### src/rtl/voice_allocator.sv
// Voice allocator: hands each accepted note request to the lowest free note_player voice.
// When every voice is busy it either evicts the oldest voice (STEAL=1) or stalls the requester.
module voice_allocator #(
    parameter int NUM_VOICES = 4,
    parameter int AGE_WIDTH  = 8,
    parameter bit STEAL      = 1'b1
) (
    input  logic                  clk,
    input  logic                  reset,
    input  logic                  play,
    input  logic                  beat,
    input  logic                  req_valid,
    output logic                  req_ready,
    input  logic [5:0]            req_note,
    input  logic [5:0]            req_duration,
    input  logic [1:0]            req_stereo,
    input  logic [NUM_VOICES-1:0] voice_done,
    output logic [NUM_VOICES-1:0] voice_load,
    output logic [5:0]            note_out,
    output logic [5:0]            duration_out,
    output logic [1:0]            stereo_out,
    output logic [NUM_VOICES-1:0] busy,
    output logic [3:0]            active_count,
    output logic                  steal_pulse
);

    localparam int IDX_W = $clog2(NUM_VOICES);

    typedef enum logic [1:0] {
        IDLE,
        SELECT,
        LOAD
    } state_e;

    state_e                state_q, state_d;
    logic [5:0]            note_q, note_d;
    logic [5:0]            dur_q, dur_d;
    logic [1:0]            st_q, st_d;
    logic [IDX_W-1:0]      target_q, target_d;
    logic                  steal_q, steal_d;
    logic [NUM_VOICES-1:0] voice_load_q, voice_load_d;
    logic [5:0]            note_out_q, note_out_d;
    logic [5:0]            duration_out_q, duration_out_d;
    logic [1:0]            stereo_out_q, stereo_out_d;
    logic [NUM_VOICES-1:0] busy_q, busy_d;
    logic [3:0]            active_count_q, active_count_d;
    logic                  steal_pulse_q, steal_pulse_d;
    logic [AGE_WIDTH-1:0]  age_q [NUM_VOICES];
    logic [AGE_WIDTH-1:0]  age_d [NUM_VOICES];

    logic [NUM_VOICES-1:0] free_set;
    logic                  any_free;
    logic [IDX_W-1:0]      free_idx;
    logic [IDX_W-1:0]      oldest_idx;
    logic [AGE_WIDTH-1:0]  oldest_age;

    // A voice finishing this very cycle is already eligible for the next note.
    always_comb begin
        free_set   = ~busy_q | voice_done;
        any_free   = |free_set;
        free_idx   = '0;
        oldest_idx = '0;
        oldest_age = age_q[0];
        for (int i = NUM_VOICES - 1; i >= 0; i--) begin
            if (free_set[i]) free_idx = IDX_W'(i);
        end
        for (int i = 1; i < NUM_VOICES; i++) begin
            if (age_q[i] > oldest_age) begin
                oldest_age = age_q[i];
                oldest_idx = IDX_W'(i);
            end
        end
    end

    assign req_ready = (state_q == IDLE) && play && (STEAL || !(&busy_q));

    // NOTE: every _d signal gets a default before the case so no latch is inferred.
    always_comb begin
        state_d        = state_q;
        note_d         = note_q;
        dur_d          = dur_q;
        st_d           = st_q;
        target_d       = target_q;
        steal_d        = steal_q;
        voice_load_d   = '0;
        steal_pulse_d  = 1'b0;
        note_out_d     = note_out_q;
        duration_out_d = duration_out_q;
        stereo_out_d   = stereo_out_q;
        busy_d         = busy_q & ~voice_done;
        for (int i = 0; i < NUM_VOICES; i++) begin
            if (beat && busy_q[i] && (age_q[i] != '1)) age_d[i] = age_q[i] + AGE_WIDTH'(1);
            else                                       age_d[i] = age_q[i];
        end

        case (state_q)
            IDLE: begin
                // Rests are consumed here and never occupy a voice.
                if (req_valid && req_ready && (req_note != '0)) begin
                    note_d  = req_note;
                    dur_d   = req_duration;
                    st_d    = req_stereo;
                    state_d = SELECT;
                end
            end
            SELECT: begin
                target_d = any_free ? free_idx : oldest_idx;
                steal_d  = !any_free;
                state_d  = LOAD;
            end
            LOAD: begin
                voice_load_d[target_q] = 1'b1;
                note_out_d             = note_q;
                duration_out_d         = dur_q;
                stereo_out_d           = st_q;
                busy_d[target_q]       = 1'b1;
                age_d[target_q]        = '0;
                steal_pulse_d          = steal_q;
                state_d                = IDLE;
            end
            default: state_d = IDLE;
        endcase

        active_count_d = '0;
        for (int i = 0; i < NUM_VOICES; i++) begin
            active_count_d = active_count_d + 4'(busy_d[i]);
        end
    end

    // NOTE: sequential state uses <= so every flop samples pre-edge values.
    always_ff @(posedge clk) begin
        if (reset) begin
            state_q        <= IDLE;
            note_q         <= '0;
            dur_q          <= '0;
            st_q           <= '0;
            target_q       <= '0;
            steal_q        <= 1'b0;
            voice_load_q   <= '0;
            note_out_q     <= '0;
            duration_out_q <= '0;
            stereo_out_q   <= '0;
            busy_q         <= '0;
            active_count_q <= '0;
            steal_pulse_q  <= 1'b0;
            // NOTE: the age array is a handful of flops that drive eviction, so it is reset too.
            age_q          <= '{default: '0};
        end else begin
            state_q        <= state_d;
            note_q         <= note_d;
            dur_q          <= dur_d;
            st_q           <= st_d;
            target_q       <= target_d;
            steal_q        <= steal_d;
            voice_load_q   <= voice_load_d;
            note_out_q     <= note_out_d;
            duration_out_q <= duration_out_d;
            stereo_out_q   <= stereo_out_d;
            busy_q         <= busy_d;
            active_count_q <= active_count_d;
            steal_pulse_q  <= steal_pulse_d;
            age_q          <= age_d;
        end
    end

    assign voice_load   = voice_load_q;
    assign note_out     = note_out_q;
    assign duration_out = duration_out_q;
    assign stereo_out   = stereo_out_q;
    assign busy         = busy_q;
    assign active_count = active_count_q;
    assign steal_pulse  = steal_pulse_q;

endmodule

### config.mk
export PLATFORM = sky130hd
export DESIGN_NAME = voice_allocator
export DESIGN_NICKNAME = d
export VERILOG_FILES = /design/src/rtl/voice_allocator.sv
export SDC_FILE = /design/constraint.sdc
export NUM_CORES = 1
export LEC_CHECK = 0
export CORE_MARGIN = 2
export CORE_UTILIZATION = 25
export DETAILED_ROUTE_END_ITERATION = 16
export PLACE_DENSITY = 0.48
export SYNTH_ARGS = -nofsm -noshare
export SYNTH_HDL_FRONTEND = slang
export SYNTH_SLANG_ARGS = --single-unit
### constraint.sdc
create_clock -name clk -period 11.68 [get_ports clk]
set_input_delay 1.752 -clock clk [delete_from_list [all_inputs] [get_ports clk]]
set_output_delay 1.752 -clock clk [all_outputs]
set_load 0.03 [all_outputs]
# Word-level counts from Yosys, hierarchy flattened
# Cells that the tools add are included.
[totals]
register_bits = 78
elab_cells = 88
in_bits = 23
out_inout_bits = 28
[classes]
n_reduce_logical = 19
eq_ne = 7
mux = 22
addsub = 7
bitwise_logic = 9
magnitude_cmp = 7
[ops]
columns = ["op", "n"]
rows = [
  ["2-to-1 mux 8 bit", 7],
  ["adder 8 x 1 -> 8 bit (second input constant)", 4],
  ["bitwise AND 32 bit", 1],
  ["2-to-1 mux 32 bit", 1],
  ["!= test 8 bit (second input constant)", 4],
  ["inverter 32 bit", 1],
  ["greater-than comparator 8 bit", 3],
  ["demux 8 bit (select 2 bit)", 1],
  ["2-to-1 mux 2 bit", 8],
  ["logical AND 1 bit", 13],
  ["inverter 4 bit", 2],
  ["OR 4 bit", 2],
  ["nonzero test 6 bit", 1],
  ["adder 3 x 1 -> 4 bit", 1],
  ["bitwise AND 4 bit", 1],
  ["2-to-1 mux 4 bit", 1],
  ["one-hot mux 2 bit (2 select lines)", 1],
  ["OR reduction 4 bit", 1],
  ["adder 2 x 1 -> 3 bit", 1],
  ["greater-or-equal comparator 3 bit (second input constant)", 1],
  ["< comparator 2 x 3 -> 1 bit (second input constant)", 1],
  ["< comparator 3 x 1 -> 1 bit (second input constant)", 1],
  ["inverter 2 -> 3 bit", 1],
  ["adder 1 x 1 -> 2 bit", 1],
  ["other kinds (11)", 12],
]

# Longest topological paths before layout
# Gate-level depths: netlist (run 1).
[depth]
depth_word = 9
ltp_mapped = 22

# Least setup slack after synthesis (run 1)
# Ideal clock, no wire load.
[synth_path]
kind = "input -> output"
start = "in play"
end = "out req_ready"
n_path_buf = 0
stages = 1
arrival_ns = 2.583
t_required_ns = 9.928
setup_slack_ns = 7.345
cell_sequence = "nor3b_1"
[synth_between]
elab_chain_len = 1
[synth_lines]
columns = ["item", "line", "source"]
rows = [
  ["start, declared", "10", "input logic play,"],
  ["logical AND 1 bit", "75", "assign req_ready = (state_q == IDLE) && play && (STEAL || !(&busy_q));"],
  ["end, declared", "13", "output logic req_ready,"],
]
# Every way passes these cells.

# Final worst setup path (run 1)
# Same ends and word-level chain as after synthesis.

==> run metrics, run 1 <==
outcome=completed; total chip power=~0.56 mW; Die Y=roughly 130 um; reg2reg start=age_q[25]; worst-case reg-to-reg path depth=20; M1 wire length=about 4.2 mm; routed wl met3=approximately 570 um; htree depth=3; period utilisation layout=between 40% and 50%; filler cell count=1,586; Post-Syn Area=between 3000 and 4000 sq um; reg-to-reg slack, setup=between 6000 and 7000 ps; Synth Instances=roughly 440; grt ovf=0; total wire length=9.03 mm; worst path bufs/invs=2; Top-Level Pins=slightly above 50; slowest stage delay, CP=between 700 and 800 ps; Final nets=536; layout cells sized above 1=under 10%; ANT cells=0; number of core rows=45; Tmin final=5080 ps; met2 wire len=4.11 mm; Iteration-0 DRC Markers=just under 200; post-synthesis sequential area ratio=between 40% and 50%; postcts setup bufs=0; WHS Path Cells=2; final hold vios=0; CP Launch Type=input port; syn_area_per_cell=8.78 sq um; skew final=approximately 6.4 ps; CP cell instances=clkdlybuf4s50_1, nor3b_1, clkdlybuf4s50_1; r2r endpoint=target_q[1]; critical path peak fanout=3; FFs w/ async S/R, synth=0%; initial antenna violation count=0; top sig layer=met4; Static Leak=about 1.8 nW; ranking of synthesized cells by area=dfxtp_1 40%, ha_1 9.8%, mux2i_1 6.0%, nor2_1 5.6%, nand2_1 5.3%; first-pass GRT wire length=approximately 15 mm; pre-CTS setup slack=around 6600 ps; Hold WS=roughly 450 ps; Clock Sinks=77; Req. time, crit path=9930 ps; Pins Over Slew Limit=0; Post-synth EDFFs=0; post-route cell area=4780 sq um; most common cell after layout, fill and taps aside=dfxtp_1; post-route DRC violation count=0; RSZ-0062 raised after global routing=false; aggregate global-route resource usage=11.9%; Post-DP Area=~4500 sq um; post-route ant nets=0; Root Driver=clkbuf_16; hold wc startpoint=st_q[1]; Starting Density=between 20% and 30%; Cell Pwr Density=between 100 and 150 nW/um^2; Most used DFF post-synth=dfxtp_1; top-area cell type share of the netlist area=40.2%; Syn. warnings=0; Longest Clk Path Bufs=2; largest net degree at the start of global routing=50; flops & latches, synth=77; cts bufs inserted=9; kind of critical path=in2out; syn nets=491; crit-path most repeated cell=clkdlybuf4s50_1; f_max=slightly below 200 MHz; worst-margin pin slew=around 1200 ps; die area=16,400 sq um; Layout Area Growth over Synthesis=24.5%; Worst Setup End Kind=output pin; top cell family by delay on the critical path=buffers and inverters; drt pass-1 iters=5; vias per inst=~4.6; IO Port Bufs=49; Synth area leader=dfxtp_1; DP Wirelength=slightly below 7 mm; Yosys cell types=46; core area=15,100 sq um; max cap viols=0; Skew-Pair Late Insertion Delay=~340 ps; CTS tree=yes; clock slew at reported path FFs=approximately 60 ps; Peak VDD IR=~51 uV; footprint of the multi-input gates=about 2200 sq um; worst hold path type=reg2reg; worst path arrival time=between 3000 and 4000 ps; Vias=between 3,000 and 4,000; post-cts resize count=0; die width=128 um; Rel. slew slack=about a fifth; GP Congestion=0.805; routed length per placed instance=~13 um; Storage cell area=1540 sq um; Crit-path slowest cell=clkdlybuf4s50_1; most frequent cells in the layout=77 x dfxtp_1, 57 x nor2_1, 54 x nand2_1; Endpoint, Worst Hold=stereo_out[1]; Final WS setup=around 6600 ps; aggregate negative setup slack=0 ps; hold buffers post-CTS=0; number of global-route vias before repair=about 3,200; setup violators final=0
[cell type report]
type / instances / area share (%)
multi-input cells: 327 / 45.3
well taps: 188 / 4.92
clock buffers: 11 / 5.08
repair buffers: 49 / 10.2
flip-flops and latches: 77 / 32.3
clock inverters: 5 / 0.890
inverters: 18 / 1.41
[metal layers]
| layer | track usage (%) | vias to the layer above |
|---|---|---|
| met3 | 4.34 | 15 |
| met1 | 14.2 | 1460 |
| met2 | 19.1 | 70 |
| li1 | - | 1593 |
| met5 | 0 | - |
| met4 | 5.62 | 0 |
[worst reg2reg max path, cell delays in order, from the launching register on]
cell,delay [ps]
dfxtp_1,380
inv_1,80
ha_1,290
nor2b_4,130
o211ai_2,150
a21oi_2,90
o31ai_4,500
mux2i_1,330
ha_1,280
nor2b_1,130
o211ai_1,150
a21oi_1,80
o22ai_1,900
mux2_4,360
ha_1,290
a21oi_1,180
o22ai_1,100
nor2_1,100
nor2_1,50
o2bb2ai_1,170
a311oi_1,110
[stage by stage]
stage / std cells / util [%]
global route: 675 / 31.7
floorplan: 437 / -
global placement: 659 / 29.8
CTS: 675 / 31.7
detailed placement: 659 / 29.8
finish: 675 / 31.7
[kinds of logic after synthesis]
| group | after synthesis | synth area share, % |
|---|---|---|
| buf+inv | 33 | 3.46 |
| mux | 30 | 8.64 |
| flops | 77 | 40.2 |
| simple gates | 180 | 22.0 |
| other cells | 1 | 0.0977 |
| xor+xnor | 22 | 5.02 |
| compound gates | 63 | 10.3 |
| fa+ha+maj | 31 | 10.3 |
[power by group]
part	internal (mW)	switching (mW)	total (mW)
Combinational	0.0135	0.0157	0.0292
Clock	0.152	0.115	0.268
Sequential	0.266	0.00189	0.268
Total	0.432	0.133	0.565
[cells in the mapped netlist, types with 8 or more instances]
master	n
xor2_1	8
ha_1	30
nor2_1	57
nand3_1	10
clkbuf_1	11
dfxtp_1	77
nor2b_1	9
xnor2_1	14
nand4_1	9
nand2b_1	10
nand2_1	54
a21oi_1	34
inv_1	18
mux2i_1	23
[state kept, by name (all words and copies together) (netlist names), 2 cells and up]
signal / count
duration_out: 6
note_out: 6
stereo_out: 2
note_q: 6
active_count: 3
dur_q: 6
age_q: 32
st_q: 2
state_q: 2
target_q: 2
voice_load: 4
busy: 4
[worst max-delay path by stage]
stage,startpoint,cells after the start,to
after global placement,play,3,req_ready
after CTS,play,3,req_ready
after global routing,age_q[27],19,target_q[1]
final,play,3,req_ready
after floorplan,play,1,req_ready
after detailed placement,age_q[27],19,target_q[1]
Power figures use the tool's default switching activity.
==> run 2, diff against run 1 <==
Settings changed: PLACE_DENSITY 0.48 to 0.49.
Clock period 11.68 ns to 4.3 ns, I/O delays scaled along.
==> run metrics, run 2 (synthesis gave the netlist of run 1 again) <==
outcome=completed; post-route cell area=roughly 5000 sq um; Worst Setup End Kind=flip-flop; total wire length=between 9 and 10 mm; worst hold path type=reg2reg; post-route DRC violation count=0; Die Y=between 100 and 150 um; clock power share=between 40% and 50%; Rel. slew slack=between 20% and 30%; final core utilization=33.2%; ANT cells=0; Vias=around 3,200; die area=between 15,000 and 20,000 sq um; hold buffers post-CTS=0; pre-CTS setup slack=~130 ps; Starting Density=~25%; initial antenna violation count=0; most common cell after layout, fill and taps aside=dfxtp_1; top cell family by delay on the critical path=compound AO/OA/AOI/OAI gates; period utilisation layout=94.2%; post-route ant nets=0; Seq pwr share=between 40% and 50%; core area=15,100 sq um; aggregate negative setup slack=0 ps; drt pass-1 iters=4; routed length per placed instance=roughly 14 um; die width=about 130 um; GP Congestion=between 0.8 and 0.9; Psw=approximately 0.37 mW; number of core rows=45; Cell Pwr Density=slightly above 300 nW/um^2; worst path bufs/invs=4; skew final=approximately 6.7 ps; Clock Sinks=77; CP Launch Type=flip-flop; Biggest register=age_q; f_max=approximately 250 MHz; Pins Over Slew Limit=0; crit-path most repeated cell=ha_1; RSZ-0062 raised after global routing=false; Peak VDD IR=~190 uV; kind of critical path=reg2reg; reg-to-reg slack, setup=250 ps; Final WS setup=around 250 ps; Post-DP Area=~4600 sq um; Static Leak=between 1.5 and 2 nW; critical path peak fanout=5; vias per inst=~4.6; final non-filler cell total=roughly 690; total chip power=between 1.5 and 2 mW; Root Driver=clkbuf_16; Internal=1.16 mW; grt ovf=0; DP Wirelength=just under 7 mm; worst-margin pin slew=around 1100 ps; combinational power share=~5.4%; clock slew at reported path FFs=70 ps; largest net degree at the start of global routing=50; Iteration-0 DRC Markers=approximately 120; IO Port Bufs=49; first-pass GRT wire length=15.4 mm; Final nets=550; htree depth=3; slowest stage delay, CP=roughly 360 ps; Skew-Pair Late Insertion Delay=between 300 and 400 ps; setup violators final=0; Req. time, crit path=about 4500 ps; max cap viols=0; layout cells sized above 1=a little over an eighth; max reg flops=32; CTS tree=yes; Longest Clk Path Bufs=2; CP cell instances=inv_1, ha_1, nor2b_4, o211ai_2, a21oi_2, o31ai_4, buf_6, mux2_4, ha_1, nor2b_1, o211ai_1, a21oi_1, o22ai_2, buf_6, buf_4, mux2_4, ha_1, nand4_1, nor2_1, o2bb2ai_2, a311oi_2; number of global-route vias before repair=roughly 3,100; Cells after DPL=around 670; Hold WS=~450 ps; most frequent cells in the layout=71 x dfxtp_1, 57 x nor2_1, 54 x nand2_1; worst path arrival time=4240 ps; Sw Share=between 20% and 30%; final hold vios=0; Layout Area Growth over Synthesis=30.6%; Tmin final=4050 ps; Crit-path slowest cell=dfxtp_4; cts bufs inserted=9; aggregate global-route resource usage=about an eighth; Top-Level Pins=51; filler cell count=1,584
## run 2: cell type report
type | instances | area, sq um | share of cell area, %
repair buffers | 63 | 599 | 12.0
clock buffers | 10 | 229 | 4.57
clock inverters | 6 | 51.3 | 1.02
flip-flops and latches | 77 | 1550 | 31.0
multi-input cells | 327 | 2270 | 45.4
inverters | 18 | 67.6 | 1.35
well taps | 188 | 235 | 4.69
## run 2: worst register-to-register path: cells and delay by family (launching register included)
kind / cells / cell delay [ps]
compound gates: 8 / 1180
fa+ha+maj: 3 / 740
mux: 2 / 610
buf+inv: 4 / 520
simple gates: 4 / 520
flops: 1 / 360
## run 2: routing by layer
metal / share of wire (%) / wire length [um] / vias up / track usage (%)
li1: - / - / 1617 / -
met1: 46 / 4370 / 1500 / 14.6
met2: 47 / 4430 / 67 / 19.6
met3: 5.6 / 530 / 10 / 3.51
met4: 1.6 / 155 / 0 / 5.30
met5: 0 / 0 / - / 0
## run 2: worst paths after layout
check                 start           to  cells after the start
setup / recovery  age_q[25]  target_q[1]                     21
setup reg to reg  age_q[25]  target_q[1]                     21
hold / removal    note_q[1]  note_out[1]                      2
hold reg to reg   note_q[1]  note_out[1]                      2
## run 2: power by group through the flow
stage	Combinational [mW]	Sequential, mW	Clock (mW)
after floorplan	0.0442	0.745	0
after global placement	0.0808	0.743	0
after detailed placement	0.0814	0.743	0
after CTS	0.0817	0.727	0.754
after global routing	0.0899	0.727	0.777
final	0.0828	0.726	0.722
## run 2: timing repair
item | CTS | global route
resized for setup | 0 | 28
endpoints found under the setup margin | 0 | 2
buffers inserted | 0 | 3
==> run 3, diff against run 2 <==
Settings changed: PLACE_DENSITY 0.49 to 0.45, REMOVE_ABC_BUFFERS set to 1.
==> run metrics, run 3 (synthesis gave the netlist of run 1 again) <==
outcome=completed; f_max=about 240 MHz; first-pass GRT wire length=roughly 16 mm; slowest stage delay, CP=roughly 360 ps; Endpoint, Worst Hold=duration_out[5]; hold buffers post-CTS=0; combinational power share=~5.3%; number of global-route vias before repair=just over 3,000; max cap viols=0; Rel. slew slack=approximately a quarter; kind of critical path=reg2reg; Starting Density=about a quarter; Top-Level Pins=approximately 50; vias per inst=4.55; worst-margin pin slew=about 1100 ps; max reg flops=32; Req. time, crit path=4540 ps; setup violators final=0; total wire length=about 10 mm; aggregate global-route resource usage=about an eighth; top cell family by delay on the critical path=compound AO/OA/AOI/OAI gates; critical path peak fanout=7; clock slew at reported path FFs=roughly 60 ps; final hold vios=0; Seq pwr share=45.3%; skew final=between 4 and 5 ps; initial antenna violation count=0; DP Wirelength=slightly above 7 mm; Post-DP Area=around 4600 sq um; Longest Clk Path Bufs=2; worst-case reg-to-reg path depth=21; Root Driver=clkbuf_16; htree depth=3; cts bufs inserted=9; Layout Area Growth over Synthesis=32.7%; Final nets=550; post-route ant nets=0; GP Congestion=0.767; CTS tree=yes; core area=about 15,000 sq um; worst path bufs/invs=2; r2r endpoint=target_q[1]; routed length per placed instance=14.2 um; IO Port Bufs=49; Tmin final=4090 ps; ANT cells=0; grt ovf=0; Static Leak=between 1.5 and 2 nW; Internal=between 1 and 1.5 mW; filler cell count=around 1,600; Worst Setup End Kind=flip-flop; Sw Share=approximately 22%; drt pass-1 iters=4; number of core rows=between 40 and 50; worst path arrival time=approximately 4300 ps; CP Launch Type=flip-flop; most common cell after layout, fill and taps aside=dfxtp_1; Skew-Pair Late Insertion Delay=roughly 340 ps; Pins Over Slew Limit=0; reg-to-reg slack, setup=between 200 and 250 ps; Crit-path slowest cell=dfxtp_2; Cell Pwr Density=315 nW/um^2; post-route cell area=5090 sq um; clock power share=49.4%; most frequent cells in the layout=68 x dfxtp_1, 57 x nor2_1, 54 x nand2_1; Die Y=about 130 um; post-route DRC violation count=0; hold wc startpoint=dur_q[5]; period utilisation layout=95.1%; CP cell instances=inv_2, ha_4, nor2b_4, o211ai_2, a21oi_2, o31ai_4, mux2i_1, ha_1, nor2b_1, o211ai_1, a21oi_1, o22ai_1, buf_4, mux2_4, ha_4, nand3_4, o22ai_2, nor2_1, nor2_1, o2bb2ai_2, a311oi_1; Vias=roughly 3,100; Peak VDD IR=between 150 and 200 uV; layout cells sized above 1=between 10% and 20%; Iteration-0 DRC Markers=about 140; die width=128 um; Biggest register=age_q; worst hold path type=reg2reg; Hold WS=between 400 and 500 ps; WHS Path Cells=2; largest net degree at the start of global routing=31; Psw=about 0.36 mW; reg2reg start=age_q[25]; die area=approximately 16,000 sq um; Clock Sinks=77
[run 3: cell count changes in the layout (fill, tap and decap cells not counted), moves of 2 or more]
cell and change:
ha_4 +3, buf_4 +3, clkbuf_8 +2, a21oi_1 -2, a21oi_2 +2, buf_6 -2
ha_1 -3, dfxtp_1 -3, buf_2 -2, dfxtp_2 +2, inv_6 -3
[run 3: worst max path at each step]
stage | startpoint | end | slack (ps) | cells past startpoint
after floorplan | age_q[29] | target_q[1] | -100 | 19
after global placement | age_q[25] | target_q[1] | 210 | 21
after detailed placement | age_q[29] | target_q[1] | 80 | 20
after CTS | age_q[29] | target_q[1] | 70 | 20
after global routing | age_q[25] | target_q[1] | -50 | 22
final | age_q[25] | target_q[1] | 210 | 21
[run 3: what timing repair did]
action                     in CTS  in global routing
gates resized for setup         0                 37
buffers inserted                0                  3
setup endpoints to repair       0                  2
[run 3: metal layers]
| layer | wire length (um) | global-route usage [%] | share of wire, % | vias up |
|---|---|---|---|---|
| met5 | 0 | 0 | 0 | - |
| met4 | 111 | 3.10 | 1.1 | 0 |
| met1 | 4560 | 15.6 | 47 | 1450 |
| li1 | - | - | - | 1617 |
| met3 | 509 | 4.67 | 5.2 | 9 |
| met2 | 4570 | 20.2 | 47 | 58 |
[run 3: area by class of cell]
cell class | instances | area (sq um) | area share, %
Inverter | 18 | 67.6 | 1.33
Clock buffer | 12 | 256 | 5.04
Clock inverter | 4 | 55.1 | 1.08
Timing Repair Buffer | 63 | 599 | 11.8
Sequential cell | 77 | 1560 | 30.6
Multi-Input combinational cell | 327 | 2320 | 45.5
Tap cell | 188 | 235 | 4.62
[run 3: worst min-delay path, cell delays in order, from the launching register on]
cell and delay [ps]:
dfxtp_1 310, nand2_1 50, a21oi_1 50
[run 3: per-stage QoR]
stage               cells  utilization (%)  worst slack (ps)  setup TNS (ps)  power [mW]
detailed placement    670             30.4              80.2               0       0.827
global route          689             33.7             -47.7           -47.7        1.66
finish                689             33.7               210               0        1.60
global placement      670             30.4               209               0       0.826
floorplan             422                -              -105            -146       0.781
CTS                   686             32.4              73.5               0        1.63
[run 3: power by group through the flow]
stage	registers [mW]	clock network, mW	logic [mW]
after floorplan	0.745	0	0.0360
after global routing	0.726	0.845	0.0935
after detailed placement	0.743	0	0.0838
final	0.726	0.792	0.0847
after global placement	0.743	0	0.0831
after CTS	0.727	0.821	0.0842
